==> src/rtl/seg_scan_driver_pkg.sv <==
// rtl/seg_scan_driver_pkg.sv - shared defaults, scan state enum and hex segment table
package seg_scan_driver_pkg;

  localparam int DEFAULT_DIGITS         = 4;
  localparam bit DEFAULT_SEG_ACTIVE_LOW = 1'b1;
  localparam bit DEFAULT_AN_ACTIVE_LOW  = 1'b1;

  typedef enum logic {
    SCAN  = 1'b0,
    BLANK = 1'b1
  } scan_state_e;

  // Active-high {g,f,e,d,c,b,a} patterns for 0..F
  localparam logic [0:15][6:0] HEX_SEG = '{
    7'h3F, 7'h06, 7'h5B, 7'h4F, 7'h66, 7'h6D, 7'h7D, 7'h07,
    7'h7F, 7'h6F, 7'h77, 7'h7C, 7'h39, 7'h5E, 7'h79, 7'h71
  };

endpackage

==> src/rtl/hex_to_7seg.sv <==
// rtl/hex_to_7seg.sv - combinational hex nibble to active-high seven-segment decode
module hex_to_7seg
  import seg_scan_driver_pkg::*;
(
  input  logic [3:0] hex,
  output logic [6:0] seg
);

  assign seg = HEX_SEG[hex];

endmodule

==> src/rtl/seg_scan_driver.sv <==
// rtl/seg_scan_driver.sv - multiplexed seven-segment scanner with frame-aligned shadow data
module seg_scan_driver
  import seg_scan_driver_pkg::*;
#(
  parameter int DIGITS         = DEFAULT_DIGITS,
  parameter bit SEG_ACTIVE_LOW = DEFAULT_SEG_ACTIVE_LOW,
  parameter bit AN_ACTIVE_LOW  = DEFAULT_AN_ACTIVE_LOW
) (
  input  logic                  clock,
  input  logic                  reset,
  input  logic                  tick,
  input  logic                  load,
  input  logic [4*DIGITS-1:0]   data_in,
  input  logic [DIGITS-1:0]     dp_in,
  input  logic                  blank_lz,
  output logic [DIGITS-1:0]     anode,
  output logic [6:0]            seg,
  output logic                  dp,
  output logic                  frame_start
);

  localparam int                IDX_W    = (DIGITS > 1) ? $clog2(DIGITS) : 1;
  localparam logic [IDX_W-1:0]  LAST_IDX = IDX_W'(DIGITS - 1);
  localparam logic [DIGITS-1:0] AN_OFF   = {DIGITS{AN_ACTIVE_LOW}};
  localparam logic [6:0]        SEG_OFF  = {7{SEG_ACTIVE_LOW}};

  scan_state_e           state, state_n;
  logic [IDX_W-1:0]      idx, idx_n;
  logic [4*DIGITS-1:0]   shadow, disp, disp_n;
  logic [DIGITS-1:0]     shadow_dp, disp_dp, disp_dp_n;
  logic                  frame;

  logic [3:0]            nib;
  logic [6:0]            dec;
  logic                  scan_n, lz_blank;
  logic [DIGITS-1:0]     an_hi;
  logic [6:0]            seg_hi;
  logic                  dp_hi;

  always_comb begin
    state_n   = state;
    idx_n     = idx;
    frame     = 1'b0;
    case (state)
      SCAN:  if (tick) state_n = BLANK;
      BLANK: begin
        state_n = SCAN;
        idx_n   = (idx == LAST_IDX) ? '0 : idx + 1'b1;
        frame   = (idx_n == '0);
      end
      default: state_n = BLANK;
    endcase
    disp_n    = disp;
    disp_dp_n = disp_dp;
    // A load landing on the frame-copy clock bypasses the shadow so it shows this frame
    if (frame) begin
      disp_n    = load ? data_in : shadow;
      disp_dp_n = load ? dp_in   : shadow_dp;
    end
  end

  hex_to_7seg u_dec (
    .hex (nib),
    .seg (dec)
  );

  // Output flops are fed from next-state values so they move with the state
  always_comb begin
    nib      = 4'(disp_n >> (4 * idx_n));
    scan_n   = (state_n == SCAN);
    lz_blank = blank_lz && (idx_n != '0) && ((disp_n >> (4 * idx_n)) == '0);
    an_hi    = scan_n ? (DIGITS'(1) << idx_n) : '0;
    seg_hi   = (scan_n && !lz_blank) ? dec : 7'h00;
    dp_hi    = scan_n && disp_dp_n[idx_n];
  end

  always_ff @(posedge clock or negedge reset) begin
    if (!reset) begin
      state       <= BLANK;
      idx         <= LAST_IDX;
      shadow      <= '0;
      shadow_dp   <= '0;
      disp        <= '0;
      disp_dp     <= '0;
      anode       <= AN_OFF;
      seg         <= SEG_OFF;
      dp          <= SEG_ACTIVE_LOW;
      frame_start <= 1'b0;
    end else begin
      state       <= state_n;
      idx         <= idx_n;
      disp        <= disp_n;
      disp_dp     <= disp_dp_n;
      if (load) begin
        shadow    <= data_in;
        shadow_dp <= dp_in;
      end
      anode       <= an_hi ^ AN_OFF;
      seg         <= seg_hi ^ SEG_OFF;
      dp          <= dp_hi ^ SEG_ACTIVE_LOW;
      frame_start <= frame;
    end
  end

endmodule

==> config.mk <==
export PLATFORM = sky130hd
export DESIGN_NAME = seg_scan_driver
export DESIGN_NICKNAME = d
export VERILOG_FILES = /design/src/rtl/seg_scan_driver_pkg.sv /design/src/rtl/hex_to_7seg.sv /design/src/rtl/seg_scan_driver.sv
export SDC_FILE = /design/constraint.sdc
export NUM_CORES = 1
export LEC_CHECK = 0
export BUFFER_PORTS_ARGS = -buffer_cell sky130_fd_sc_hd__buf_2
export CAP_MARGIN = 15
export CELL_PAD_IN_SITES_DETAIL_PLACEMENT = 1
export CELL_PAD_IN_SITES_GLOBAL_PLACEMENT = 2
export CORE_AREA = 2 2 87 89
export CTS_BUF_LIST = sky130_fd_sc_hd__clkbuf_8 sky130_fd_sc_hd__clkbuf_16
export DETAILED_ROUTE_END_ITERATION = 16
export DIE_AREA = 0 0 89 91
export PLACE_DENSITY = 0.87
export REMOVE_ABC_BUFFERS = 1
export SYNTH_ARGS = -nofsm -noshare
export SYNTH_HDL_FRONTEND = slang
export SYNTH_SLANG_ARGS = --single-unit
==> constraint.sdc <==
create_clock -name clock -period 4.25 [get_ports clock]
set_clock_uncertainty 0.1 [all_clocks]
set_input_delay 0.2125 -clock clock [delete_from_list [all_inputs] [get_ports clock]]
set_output_delay 0.2125 -clock clock [all_outputs]
set_load 0.01 [all_outputs]
---- Word level (Yosys, flattened, before mapping) ----
Memory sizes are Yosys's and may differ from the RTL's.
Cells that the tools add are included.
storage, ports and cells
  bits in writable memories ............... 0
  bits in latches ......................... 0
  memories ................................ 1
  memory bits (read-only) ................. 112
  input bits .............................. 25
  flip-flop bits (word level) ............. 56
  output and inout bits ................... 13
memory list
  name              depth  width  read ports  clocked after Yosys merged registers in  wr ports  RTL line          source
  (name not given)  16     7      1           0                                        0         hex_to_7seg.sv:9  assign seg = HEX_SEG[hex];
cells by class
  muxes and demuxes ....................... 15
  eq/ne operators ......................... 1
  bitwise operators ....................... 6
  add/sub/neg operators ................... 1
  order comparisons ....................... 2
  shifts and indexed selects .............. 2
  div/mod/pow operators ................... 0
  reductions and logical operators ........ 8
  multipliers ............................. 0
operators with widths
  kind                 count
  $mux 16              2
  $mux 7               3
  $logic_not 16->1     1
  $shr 16x4->16        1
  $mux 4               3
  $not 7->7            1
  $ge 5x5->1 const B   1
  $not 4->5            1
  $logic_and 1x1->1    4
  $mux 2               2
  $not 4->4            1
  $shl 1x2->4 const A  1
  $lt 2x3->1 const B   1
  $mux 1               3
  $not 1->1            3
  $add 2x1->2 const B  1
  $bmux 1 s2           1
  $eq 2x2->1 const B   1
  $logic_not 2->1      1
  $pmux 1 s2           1
  $reduce_bool 2->1    1
  $logic_not 1->1      1

---- Logic depth before layout (Yosys ltp) ----
  word-level depth ........................ 12
  mapped depth ............................ 13

---- Cells and area by module ----
From an unflattened synthesis, not the netlist that was laid out.
unflattened totals
  cell total of the unflattened synthesis .. 220
  area, all modules ....................... 2,870.3 um^2
modules (own cells, without submodules)
  module           times used  area each (um^2)  cells an instance
  seg_scan_driver  1           2,582.5           187
  hex_to_7seg      1           287.8             33

---- Least setup slack after synthesis ----
OpenSTA, ideal clock, no wires.
  path kind ............................... reg-to-reg
  start point ............................. reg idx[0]
  end point ............................... reg seg[2]
  arrival time ............................ 2,790 ps
  slack ................................... 1,249 ps
  setup time .............................. 111 ps
  stages on the path, launching flop included .. 14
  period minus slack after synthesis ...... 3,001 ps
  buffers on the path ..................... 1
  path through ............................ dfstp_2 ha_1 nand2_4 clkinv_4 buf_2 mux2i_1 mux2i_1 mux2_2 inv_1 ha_1 nand2_1 nor4_1 a21oi_2 o311ai_0
on the way
  word-level cells in the longest chain between the ends .. 12
RTL lines
  element                                                              RTL line                                 source
  start, declared                                                      seg_scan_driver.sv:28                    logic [IDX_W-1:0] idx, idx_n;
  start signal, assigned                                               seg_scan_driver.sv:91                    idx <= idx_n;
  $add 2x1->2 or $eq 2x2->1 (tied branches)                            seg_scan_driver.sv:48                    idx_n = (idx == LAST_IDX) ? '0 : idx + 1'b1;
  $mux 2 (*)                                                           seg_scan_driver.sv:48
  $logic_not 2->1 (*)                                                  seg_scan_driver.sv:49                    frame = (idx_n == '0);
  $mux 1 (*)                                                           seg_scan_driver.sv:44                    case (state)
  named net frame                                                      seg_scan_driver.sv:31                    logic frame;
  $mux 16 (*)                                                          seg_scan_driver.sv:56                    if (frame) begin
  $shr 16x4->16 (*)                                                    seg_scan_driver.sv:71                    lz_blank = blank_lz && (idx_n != '0) && ((disp_n >> (4 * idx_n)) == '0);
  $not 4->5 (implied by the code) or $logic_not 16->1 (tied branches)  hex_to_7seg.sv:9, seg_scan_driver.sv:71
  $mem_v2 16x7 or $logic_and 1x1->1 (tied branches)                    -
  $mux 7 (implied by the code) or $logic_not 1->1 (tied branches)      hex_to_7seg.sv:9, seg_scan_driver.sv:73
  $mux 7 (implied by the code) or $logic_and 1x1->1 (tied branches)    hex_to_7seg.sv:9, seg_scan_driver.sv:73
  $mux 7 (*)                                                           seg_scan_driver.sv:73                    seg_hi = (scan_n && !lz_blank) ? dec : 7'h00;
  $not 7->7 (no line) (*)                                              -
  end signal, assigned                                                 seg_scan_driver.sv:99                    seg <= seg_hi ^ SEG_OFF;
  end, declared                                                        seg_scan_driver.sv:17                    output logic [6:0] seg,
Mark *: on every way through the listed nets, which the timed path passes. The rest lies on a longest branch. The select of a mux whose other input is x is not followed.

---- Final worst setup path ----
  start point ............................. reg idx[0]
  end point ............................... reg seg[2]
on the way
  word-level cells in the longest chain between the ends .. 12
RTL lines
  element                                                              RTL line
  $add 2x1->2 or $eq 2x2->1 (tied branches)                            seg_scan_driver.sv:48
  $mux 2                                                               seg_scan_driver.sv:48
  $logic_not 2->1                                                      seg_scan_driver.sv:49
  $mux 1                                                               seg_scan_driver.sv:44
  $mux 16                                                              seg_scan_driver.sv:56
  $shr 16x4->16                                                        seg_scan_driver.sv:71
  $not 4->5 (implied by the code) or $logic_not 16->1 (tied branches)  hex_to_7seg.sv:9, seg_scan_driver.sv:71
  $mem_v2 16x7 or $logic_and 1x1->1 (tied branches)                    -
  $mux 7 (implied by the code) or $logic_not 1->1 (tied branches)      hex_to_7seg.sv:9, seg_scan_driver.sv:73
  $mux 7 (implied by the code) or $logic_and 1x1->1 (tied branches)    hex_to_7seg.sv:9, seg_scan_driver.sv:73
  $mux 7 (*)                                                           seg_scan_driver.sv:73
  $not 7->7 (no line) (*)                                              -
Mark *: on every way between the ends. The rest lies on a longest branch, timed or not. The select of a mux whose other input is x is not followed.

==> metrics.log <==
INFO  metric clock_latency = ~0.32 ns
INFO  metric r2r.worst_path.cells = 11
INFO  metric timing.critical_path.arrival = 3.47 ns
INFO  metric fp.dieH = 91 µm
INFO  metric drv_slew = 0
INFO  metric clock-root-buffer = sky130_fd_sc_hd__clkbuf_8
INFO  metric first_pass_iters = 4
INFO  metric layout_setup_ws = 0.8974 ns
INFO  metric post_drt_via_cell_ratio = approximately 4.9
INFO  metric synth_cell_types = 47
INFO  metric num-nets-final = 286
INFO  metric dr.first_iter.drc_count = 101
INFO  metric max-vdd-ir-drop = 0.2313 mV
INFO  metric initial_utilization = 0.3736
INFO  metric route.detailed.drc = 0
INFO  metric synth.top_cell.area_share = 0.3848
INFO  metric critical_path_required = around 4.4 ns
INFO  metric synth_enable_flop_cells = 0
INFO  metric preCtsSetupSlack = 0.9106 ns
INFO  metric critical_path_start_end_classification = reg -> reg
INFO  metric drv.max_cap_violation_count = 0
INFO  metric synth.yosys.warnings = 0
INFO  metric number_of_global_route_vias_before_repair = 1897
INFO  metric cts_buffers = 5
INFO  metric groute.usage.overall = 0.1526
INFO  metric final_antenna_net_count = 0
INFO  metric critical_path_peak_fanout = 19
INFO  metric power.density_cell_area = around 800 mW/mm²
INFO  metric post_cts_resized = 0
INFO  metric rows = 31
INFO  metric yosysSeqAreaShare = 0.5326
INFO  metric postCtsSetupBuffers = 0
INFO  metric max_slew_margin = 0.5274
INFO  metric cts_max_level = 2
INFO  metric clock_tree_from_tritoncts = done
INFO  metric ys_seq_elements = 56
INFO  metric regToRegSetupSlack = 0.90 ns
INFO  metric die_area = 0.008099 mm²
INFO  metric numClockSinks = 56
INFO  metric min_period = 3.353 ns
INFO  metric horizontal_die_dimension = just under 90 µm
INFO  metric postCtsHoldBufs = 1
INFO  metric holdCritPathClass = in -> reg
INFO  metric hold-worst-slack = between 0.015 and 0.02 ns
INFO  metric fmax = 0.2983 GHz
INFO  metric vias_after_detailed_routing = 1742
INFO  metric synth_top_area_cell = sky130_fd_sc_hd__dfrtp_1
INFO  metric grt_setup_unrepaired = no
INFO  metric maximum_number_of_pins_on_one_net_before_global_route_repair = 57
INFO  metric sum_of_negative_setup_slack = 0 ns
INFO  metric timing.critical_path.to_type = flip-flop
INFO  metric synth.top_cells.by_area = sky130_fd_sc_hd__dfrtp_1, sky130_fd_sc_hd__dfstp_2, sky130_fd_sc_hd__mux2i_1
INFO  metric asyncSetResetFlopFracSynth = 1.000
INFO  metric design.portCount = 38
INFO  metric clockBufferDepth = 2
INFO  metric drive_gt1_frac = 0.3569
INFO  metric antenna-diode-count = 0
INFO  metric fill_cells = 807
INFO  metric detailed_route_wire_length_per_cell = 15.97 µm
INFO  metric portBuffers = 37
INFO  metric postSynth.topFlopCell = sky130_fd_sc_hd__dfrtp_1
INFO  metric wirelength = 5655 µm
INFO  metric areaGrowthSynthToFinish = 12.90%
INFO  metric worst_hold_path.num_cells = 3
INFO  metric routability_driven_placement_congestion_ratio = approximately 0.8
INFO  metric post_synth_instance_area = 0.002666 mm²
INFO  metric antenna_found_initial = 0
INFO  metric worst_r2r_startpoint = idx[0]$_DFF_PN1_
INFO  metric gate_count_post_synth = about 220
INFO  metric detailed_place_hpwl = 4094 µm
INFO  metric timing.hold.worst.start = dp_in[2]
INFO  metric timing.final.crit_share = 0.7889
INFO  metric worst_setup_path_startpoint = idx[0]$_DFF_PN1_
INFO  metric cp-start-kind = flip-flop
INFO  metric core_region = 0.007137 mm²
INFO  metric clkSlewWorstSetupHoldPaths = 0.11 ns
INFO  metric setup_viol = 0
INFO  metric grt-ovfl-total = 0
INFO  metric syn_avg_cell_area = 12.34 µm²
INFO  metric first_pass_grt_wire_length = 9542 µm
INFO  metric run_status = finished clean
INFO  metric worst_r2r_endpoint = seg[2]$_DFF_PN1_
INFO  metric finalHoldViolCount = 0
INFO  metric timing.hold.worst_endpoint = shadow_dp[2]$_DFF_PN0_
INFO  metric max_slew.worst_pin.slew = 0.7088 ns
INFO  metric p_leak = between 0.001 and 0.0015 µW
[cell type report]
type	count	area, µm²	share of cell area
Clock buffer	5	68.82	0.02286
Multi-Input combinational cell	131	1084	0.3599
Timing Repair Buffer	39	202.7	0.06733
Sequential cell	56	1420	0.4717
Clock inverter	3	27.53	0.009144
Inverter	21	83.83	0.02785
Tap cell	99	123.9	0.04115
[registers in the layout (all words and copies together), names as in the netlist]
signal,count
anode,4
disp,16
disp_dp,4
dp,1
frame_start,1
idx,2
seg,7
shadow,16
shadow_dp,4
state,1
[cells in the mapped netlist, types with 2 or more instances]
master and number:
sky130_fd_sc_hd__o211ai_1 3, sky130_fd_sc_hd__o22ai_1 2, sky130_fd_sc_hd__nand2_1 15, sky130_fd_sc_hd__dfrtp_1 41, sky130_fd_sc_hd__mux2i_1 16, sky130_fd_sc_hd__mux2_4 5, sky130_fd_sc_hd__nor2_1 19, sky130_fd_sc_hd__o21ai_0 7
sky130_fd_sc_hd__o221ai_1 4, sky130_fd_sc_hd__ha_1 7, sky130_fd_sc_hd__buf_6 5, sky130_fd_sc_hd__mux2_2 13, sky130_fd_sc_hd__inv_1 20, sky130_fd_sc_hd__dfstp_2 15, sky130_fd_sc_hd__nand3_1 4, sky130_fd_sc_hd__nand4_1 2
sky130_fd_sc_hd__a21oi_1 6, sky130_fd_sc_hd__mux2i_4 2, sky130_fd_sc_hd__o21bai_1 2
[worst max-delay path, cell delays in order, from the launching register on]
cell and delay, ns:
sky130_fd_sc_hd__dfstp_2 0.59, sky130_fd_sc_hd__ha_1 0.27, sky130_fd_sc_hd__nand2_4 0.16, sky130_fd_sc_hd__clkinv_4 0.20, sky130_fd_sc_hd__mux2i_1 0.37, sky130_fd_sc_hd__o22ai_1 0.17
sky130_fd_sc_hd__mux2i_1 0.41, sky130_fd_sc_hd__ha_1 0.26, sky130_fd_sc_hd__nand2_1 0.06, sky130_fd_sc_hd__nor4_1 0.34, sky130_fd_sc_hd__a21oi_2 0.19, sky130_fd_sc_hd__o311ai_0 0.13
[layout by cell type (no fill, tap or decap), types with 2 or more instances in the layout]
| cell | count |
|---|---|
| sky130_fd_sc_hd__nand3_1 | 4 |
| sky130_fd_sc_hd__nand4_1 | 2 |
| sky130_fd_sc_hd__mux2_2 | 13 |
| sky130_fd_sc_hd__a21oi_1 | 6 |
| sky130_fd_sc_hd__buf_2 | 37 |
| sky130_fd_sc_hd__mux2i_4 | 2 |
| sky130_fd_sc_hd__o21ai_0 | 7 |
| sky130_fd_sc_hd__o22ai_1 | 2 |
| sky130_fd_sc_hd__dfrtp_1 | 41 |
| sky130_fd_sc_hd__o221ai_1 | 4 |
| sky130_fd_sc_hd__clkinv_4 | 2 |
| sky130_fd_sc_hd__mux2_4 | 5 |
| sky130_fd_sc_hd__ha_1 | 7 |
| sky130_fd_sc_hd__o21bai_1 | 2 |
| sky130_fd_sc_hd__dfstp_2 | 15 |
| sky130_fd_sc_hd__clkbuf_8 | 5 |
| sky130_fd_sc_hd__mux2i_1 | 16 |
| sky130_fd_sc_hd__nor2_1 | 19 |
| sky130_fd_sc_hd__o211ai_1 | 3 |
| sky130_fd_sc_hd__inv_1 | 20 |
| sky130_fd_sc_hd__nand2_1 | 15 |
[per-layer routing]
layer	wire length [µm]	global-route usage
met1	2509	0.1945
met2	2913	0.2631
met3	164	0.02727
met4	68	0.04104
met5	0	0
[power breakdown]
| group | total [µW] | switching (µW) | leakage, µW | internal, µW |
|---|---|---|---|---|
| logic | 1260 | 772 | 0.000664 | 493 |
| clock network | 311 | 190 | 0.0000463 | 122 |
| registers | 835 | 68.0 | 0.000640 | 767 |
[kinds of logic after synthesis]
logic type      Yosys count  share of synthesized area
buf+inv                  29                    0.06100
fa+ha+maj                 7                    0.03285
simple gates             47                    0.07790
flops                    56                     0.5326
mux                      37                     0.1685
xor+xnor                  2                    0.01361
compound gates           38                     0.1136
[stage by stage]
step | instance area (µm²) | utilization | instances | power [µW]
6_report | 3010 | 0.4218 | 354 | 2410
5_1_grt | 3010 | 0.4218 | 354 | 2617
4_1_cts | 3010 | 0.4218 | 354 | 2441
3_5_place_dp | 2904 | 0.4069 | 345 | 2109
3_3_place_gp | 2904 | 0.4069 | 345 | 2074
2_1_floorplan | 2587 | - | 208 | 1759
[how the worst max path moves through the flow]
stage                             to  slack [ns]  cells past startpoint
finish              seg[2]$_DFF_PN1_        0.90                     11
CTS                 seg[2]$_DFF_PN1_        0.87                     11
detailed placement  seg[2]$_DFF_PN1_        0.91                     12
global placement    seg[2]$_DFF_PN1_        1.04                     11
floorplan           seg[2]$_DFF_PN1_        1.31                     11
global route        seg[2]$_DFF_PN1_        0.56                     11
(Power assumes the default switching activity.)
